<file path="src/rtl/plab4_net_router_input_terminal_queue_2dom.sv">
// Terminal-port input buffer: one domain-tagged inbound stream split into two independent FIFOs.
// Define PLAB4_NET_TERMINAL_QUEUE_BYPASS_EN to let a message skip an empty FIFO in the same cycle.
module plab4_net_router_input_terminal_queue_2dom #(
  parameter int  p_router_id      = 0,
  parameter int  p_num_routers    = 8,
  parameter int  p_msg_nbits      = 44,
  parameter int  p_num_entries    = 2,
  parameter int  p_num_free_nbits = 2,
  localparam int c_dest_nbits     = $clog2(p_num_routers)
) (
  input  logic                        clk,
  input  logic                        reset,
  input  logic                        in_val,
  output logic                        in_rdy,
  input  logic                        in_domain,
  input  logic [p_msg_nbits-1:0]      in_msg,
  output logic                        out_val_d0,
  input  logic                        out_rdy_d0,
  output logic [p_msg_nbits-1:0]      out_msg_d0,
  output logic [c_dest_nbits-1:0]     dest_d0,
  output logic [p_num_free_nbits-1:0] num_free_d0,
  output logic                        out_val_d1,
  input  logic                        out_rdy_d1,
  output logic [p_msg_nbits-1:0]      out_msg_d1,
  output logic [c_dest_nbits-1:0]     dest_d1,
  output logic [p_num_free_nbits-1:0] num_free_d1
);

  localparam int c_addr_nbits = $clog2(p_num_entries);
  localparam int c_cnt_nbits  = c_addr_nbits + 1;
  localparam int c_free_max   = (1 << p_num_free_nbits) - 1;

  if (p_num_entries < 2 || (p_num_entries & (p_num_entries - 1)) != 0) begin : g_bad_entries
    $error("p_num_entries must be a power of two >= 2");
  end
  if (p_router_id < 0 || p_router_id >= p_num_routers) begin : g_bad_router_id
    $error("p_router_id out of range");
  end

  function automatic logic [p_num_free_nbits-1:0] sat_free(input logic [c_cnt_nbits-1:0] cnt);
    int free;
    free = p_num_entries - int'(cnt);
    if (free > c_free_max) free = c_free_max;
    return p_num_free_nbits'(free);
  endfunction

  logic [1:0]                             out_rdy_v;
  logic [1:0]                             val_v;
  logic [1:0]                             full_v;
  logic [1:0][p_msg_nbits-1:0]            msg_v;
  logic [1:0][c_dest_nbits-1:0]           dest_v;
  logic [1:0][p_num_free_nbits-1:0]       free_v;

  assign out_rdy_v = {out_rdy_d1, out_rdy_d0};

  for (genvar d = 0; d < 2; d++) begin : g_dom
    logic [c_addr_nbits-1:0] rd_ptr;
    logic [c_addr_nbits-1:0] wr_ptr;
    logic [c_cnt_nbits-1:0]  count;
    logic [p_msg_nbits-1:0]  mem [p_num_entries];
    logic [p_msg_nbits-1:0]  head_msg;
    logic                    sel;
    logic                    empty;
    logic                    full;
    logic                    enq;
    logic                    deq;
    logic                    head_val;

    assign sel   = in_val && (in_domain == (d != 0));
    assign empty = (count == '0);
    assign full  = (count == c_cnt_nbits'(p_num_entries));
    assign deq   = !empty && out_rdy_v[d];

`ifdef PLAB4_NET_TERMINAL_QUEUE_BYPASS_EN
    logic bypass;
    // A message consumed straight through the bypass never touches storage.
    assign bypass   = empty && sel;
    assign head_val = !empty || bypass;
    assign head_msg = empty ? in_msg : mem[rd_ptr];
    assign enq      = sel && !full && !(bypass && out_rdy_v[d]);
`else
    assign head_val = !empty;
    assign head_msg = mem[rd_ptr];
    assign enq      = sel && !full;
`endif

    always_ff @(posedge clk) begin
      if (enq) mem[wr_ptr] <= in_msg;
    end

    always_ff @(posedge clk or posedge reset) begin
      if (reset) begin
        rd_ptr <= '0;
        wr_ptr <= '0;
        count  <= '0;
      end else begin
        if (enq) wr_ptr <= wr_ptr + 1'b1;
        if (deq) rd_ptr <= rd_ptr + 1'b1;
        if (enq && !deq)      count <= count + 1'b1;
        else if (deq && !enq) count <= count - 1'b1;
      end
    end

    // Destination is masked while empty so stale entries never reach the controller.
    assign val_v[d]  = head_val;
    assign msg_v[d]  = head_msg;
    assign dest_v[d] = head_val ? head_msg[p_msg_nbits-1 -: c_dest_nbits] : '0;
    assign free_v[d] = sat_free(count);
    assign full_v[d] = full;
  end

  assign in_rdy      = !full_v[in_domain];

  assign out_val_d0  = val_v[0];
  assign out_msg_d0  = msg_v[0];
  assign dest_d0     = dest_v[0];
  assign num_free_d0 = free_v[0];
  assign out_val_d1  = val_v[1];
  assign out_msg_d1  = msg_v[1];
  assign dest_d1     = dest_v[1];
  assign num_free_d1 = free_v[1];

endmodule

</file>
<file path="config.mk">
export PLATFORM = sky130hd
export DESIGN_NAME = plab4_net_router_input_terminal_queue_2dom
export DESIGN_NICKNAME = d
export VERILOG_FILES = /design/src/rtl/plab4_net_router_input_terminal_queue_2dom.sv
export SDC_FILE = /design/constraint.sdc
export NUM_CORES = 1
export LEC_CHECK = 0
export ABC_AREA = 1
export BUFFER_PORTS_ARGS = -buffer_cell sky130_fd_sc_hd__buf_4
export CORE_MARGIN = 2
export CORE_UTILIZATION = 54
export CTS_CLUSTER_DIAMETER = 100
export DETAILED_ROUTE_END_ITERATION = 12
export PLACE_DENSITY = 0.8
export SLEW_MARGIN = 20
export SYNTH_ARGS = -nofsm -noshare
export SYNTH_HDL_FRONTEND = slang
export SYNTH_SLANG_ARGS = --single-unit
</file>
<file path="constraint.sdc">
create_clock -name clk -period 3.6 [get_ports clk]
set_input_delay 0.36 -clock clk [delete_from_list [all_inputs] [get_ports clk]]
set_output_delay 0.36 -clock clk [all_outputs]
set_load 0.1 [all_outputs]
</file>
== Word-level counts from Yosys, hierarchy flattened ==
Memory sizes are Yosys's and may differ from the RTL's.
Cells that the tools add are included.
Storage, ports and cells
  memory bits (writable): 176
  latch bits: 0
  bits in registers: 8
  logic and storage cells: 61
  memory bits (read-only): 0
  output and inout bits: 101
  input bits: 50
  memories: 2
Operators by class
  $add $sub $neg: 10
  reduce and logical (&&, ||, !) cells: 23
  shifts and indexed selects: 0
  equal/unequal tests: 2
  divide/modulo/power cells: 0
  bitwise logic cells: 1
  $mul: 0
  multiplexer cells: 14
  order comparisons: 3
Memories
  g_dom[0].mem: depth 2, bits a word 44, read ports 1, clocked after Yosys merged registers in 0, wr ports 1, RTL line 60  | logic [p_msg_nbits-1:0] mem [p_num_entries];
  g_dom[1].mem: depth 2, bits a word 44, read ports 1, clocked after Yosys merged registers in 0, wr ports 1, RTL line 60
Operator list (count)
  2-to-1 mux 2 bit: 6
  logical AND 1 bit: 10
  logical NOT 1 bit: 9
  greater-than comparator 3 bit (second input constant): 2
  2-to-1 mux 1 bit: 6
  2-to-1 mux 3 bit: 2
  subtractor 2 x 2 -> 3 bit (first input constant): 2
  adder 1 bit (second input constant): 4
  adder 2 x 1 -> 2 bit (second input constant): 2
  == test 2 bit (second input constant): 2
  logical NOT 2 bit: 2
  nonzero test 2 bit: 2
  subtractor 2 x 1 -> 2 bit (second input constant): 2
  < comparator 1 x 2 -> 1 bit (second input constant): 1
  inverter 1 bit: 1

== Logic depth before layout (Yosys ltp) ==
  word-level depth: 7
  depth in mapped cells: 11
  mapped depth without buffers: 11

== Least setup slack after synthesis ==
Ideal clock, no wire load.
  path type: reg2reg
  from: register g_dom[0].count[0]
  to: memory g_dom[0].mem[0][0], enable pin
  stages on the path, launching flop included: 6
  path slack: 449 ps
  clock period less this slack: 3151 ps
  arrival: 2705 ps
  library setup time: 445 ps
  cell sequence: dfrtp_1 -> inv_1 -> ha_1 -> nor2_1 -> nand2_1 -> nor2_1
On the way
  cells in the longest elaborated chain, start to end: 5
RTL lines
  from (decl): RTL line 59  | logic [c_cnt_nbits-1:0] count;
  from (signal assigned): RTL line 99  | if (enq && !deq) count <= count + 1'b1;
  from (signal assigned): RTL line 100  | else if (deq && !enq) count <= count - 1'b1;
  == test 2 bit: RTL line 71  | assign full = (count == c_cnt_nbits'(p_num_entries));
  logical NOT 1 bit: RTL line 84  | assign enq = sel && !full;
  logical AND 1 bit: RTL line 84
  2-to-1 mux 1 bit: RTL line 88  | if (enq) mem[wr_ptr] <= in_msg;
  2-to-1 mux 1 bit (not written as such): RTL line 88
  to (decl): RTL line 60
Every way passes these cells.

== Final worst setup path ==
  from: register g_dom[1].rd_ptr
  to: output port dest_d1[1]
On the way
  cells in the longest elaborated chain, start to end: 2
RTL lines
  from (decl): RTL line 57  | logic [c_addr_nbits-1:0] rd_ptr;
  from (signal assigned): RTL line 98  | if (deq) rd_ptr <= rd_ptr + 1'b1;
  memory (2 x 44 bit)
  2-to-1 mux 3 bit: RTL line 107  | assign dest_v[d] = head_val ? head_msg[p_msg_nbits-1 -: c_dest_nbits] : '0;
  to (decl): RTL line 25  | output logic [c_dest_nbits-1:0] dest_d1,
Every way passes these cells.

==> out/metrics.yaml <==
io_pins: 151
synthTopCellsByArea: "edfxtp_1 (76%), nand2_1 (15%), dfrtp_1 (2.9%)"
num_vias: 4407
numClockSinks: 184
final_antenna_net_count: 0
arrival_ns: 2.26
netlist_instances: 529
clk_pin_slew_worst_paths_ns: 0.07
synthDistinctLibCells: 16
cp_max_fo: 45
ys_seq_area_frac: 0.7841
holdBufCountCts: 1
globalplace.congestion: 0.7847
period_needed_ns: 2.616
worst_setup_path_start_kind: "flop"
dp_cells: 836
syn_to_final_growth_pct: 26.74
clk_latency_ns: 0.42
fin_tns_setup_ns: 0
synth_top_area_cell: "edfxtp_1"
port_buffers: 150
clockBufferDepth: 2
firstDrtPassIters: 7
tightest_slew_ns: 0.9057
die_y_um: 117.8
endpoint_kind: "output pin"
rrSetupSlack_ns: 1.19
synth_area_per_cell_um2: 13.22
gr-total-overflow: 0
die_area_mm2: 0.01388
status: "finished, final reports clean"
antennaDiodeCount: 0
timing.rr.start: "g_dom[0].count[0]"
hold_viol_final: 0
synth_fp_nets: 585
grt_pass1_wl_mm: 23.07
num_rows: 41
slew_viol_final: 0
final_cells: 869
numCtsBuffers: 17
gr-usage-all-layers: 0.2169
avgRoutedWirePerCell_um: 16.86
dp_hpwl_mm: 9.564
post-route-period-util: 0.7265
ys_seq_elements: 184
grt_pass1_vias: 4488
fin_worst_skew_ns: 0.008383
start_util: 0.5543
regToRegEndpoint: "g_dom[0].mem[0][2]"
nets: 740
drtIter0Drc: 373
endpoint: "dest_d1[1]"
htreeDepth: 4
timing.fmax_mhz: 382.3
cap_violations: 0
cts-root-buf: "clkbuf_16"
die_w_um: 117.8
drc: 0
required_ns: 3.24
final_core_util: 0.7026
hold_class: "in -> reg"
setup_violations: 0
cts_resized: 0
setup.worst_path.class: "reg -> out"
core_area_mm2: 0.01262
vias_per_cell: 5.071
cts_setup_buffers: 0
rr_worst_depth: 6
drive_above_1_share: 0.2769
synth_top_area_share: 0.7555
routed_wl_mm: 14.65
grt_max_degree: 46
relSlewSlack: 0.3962
antenna_found_initial: 0
synth_area_mm2: 0.006995
ys_warn_count: 0
startpoint: "g_dom[1].rd_ptr"
cts_tree: "built"
rsz0062_at_grt: "false"
cells in the mapped netlist:
cell type and instances:
inv_6 2, nor2_1 5, nand4_1 2, buf_6 10
inv_1 18, nand2_1 276, ha_1 6, xnor2_1 2
o21ai_0 1, a21oi_1 6, buf_4 8, clkbuf_1 2
xor2_1 4, edfxtp_1 176, dfrtp_1 8, nand3_1 3
stage by stage:
| stage | cell area (um2) | worst slack, ns | hold slack [ns] |
|---|---|---|---|
| after floorplan | 6995 | 0.4492 | 0.1757 |
| after CTS | 8866 | 0.9716 | 0.1270 |
| after global placement | 8239 | 1.285 | 0.3270 |
| final | 8866 | 0.9845 | 0.1409 |
| after detailed placement | 8239 | 1.163 | 0.3374 |
| after global routing | 8866 | 0.7965 | 0.1256 |
layout by cell type, fill, tap and decap left out, types with 2 or more instances in the layout:
| cell type | Yosys | final |
|---|---|---|
| a21oi_1 | 6 | 6 |
| buf_4 | 8 | 154 |
| bufinv_16 | 0 | 3 |
| clkbuf_1 | 2 | 2 |
| clkbuf_16 | 0 | 17 |
| clkbuf_8 | 0 | 3 |
| clkinv_2 | 0 | 2 |
| clkinv_4 | 0 | 3 |
| dfrtp_1 | 8 | 6 |
| dfrtp_2 | 0 | 2 |
| edfxtp_1 | 176 | 176 |
| ha_1 | 6 | 6 |
| inv_1 | 18 | 18 |
| inv_6 | 2 | 3 |
| nand2_1 | 276 | 276 |
| nand3_1 | 3 | 3 |
| nand4_1 | 2 | 2 |
| nor2_4 | 0 | 4 |
| xnor2_1 | 2 | 2 |
| xor2_1 | 4 | 4 |
how the worst min path moves through the flow:
stage	cells after the start	endpoint	slack (ns)	start
3_3_place_gp	2	g_dom[0].count[1]	0.33	reset
4_1_cts	1	g_dom[1].mem[0][41]	0.13	in_msg[41]
5_1_grt	1	g_dom[1].mem[0][41]	0.13	in_msg[41]
6_report	1	g_dom[1].mem[0][41]	0.14	in_msg[41]
2_1_floorplan	1	g_dom[0].count[0]	0.18	reset
3_5_place_dp	2	g_dom[1].count[1]	0.34	reset
kinds of logic after synthesis:
| logic type | count (synthesis) | share of synthesized area |
|---|---|---|
| buffers and inverters | 40 | 0.03792 |
| XOR/XNOR | 6 | 0.007512 |
| flip-flops | 184 | 0.7841 |
| AO/OA/AOI/OAI | 7 | 0.005008 |
| AND/OR/NAND/NOR | 286 | 0.1547 |
| adder cells (fa/ha/maj) | 6 | 0.01073 |
critical path, cell delays in order, from the launching register on:
cell and delay, ns:
dfrtp_2 0.74, inv_6 0.47, nand2_1 0.15, a21oi_1 0.16, buf_4 0.31
state kept, by name, summed over array words and instances (netlist names):
name and cells:
g_dom.wr_ptr 2, g_dom.count 4, g_dom.rd_ptr 2, g_dom.mem 176
final cells by class:
| class | instances | area, um2 |
|---|---|---|
| Clock buffer | 22 | 474.2 |
| Clock inverter | 10 | 142.6 |
| Fill cell | 854 | 3754 |
| Inverter | 20 | 85.08 |
| Multi-Input combinational cell | 305 | 1275 |
| Sequential cell | 184 | 5488 |
| Tap cell | 172 | 215.2 |
| Timing Repair Buffer | 156 | 1186 |
routing by layer:
layer | part of all wire | global-route usage | up-vias
li1 | - | - | 2074
met1 | 0.41 | 0.2783 | 2122
met2 | 0.49 | 0.3547 | 186
met3 | 0.072 | 0.06105 | 25
met4 | 0.020 | 0.08208 | 0
met5 | 0 | 0 | -
Power is not shown: default switching activity piles up to over one toggle a cycle in this logic, so the estimate is an artifact.
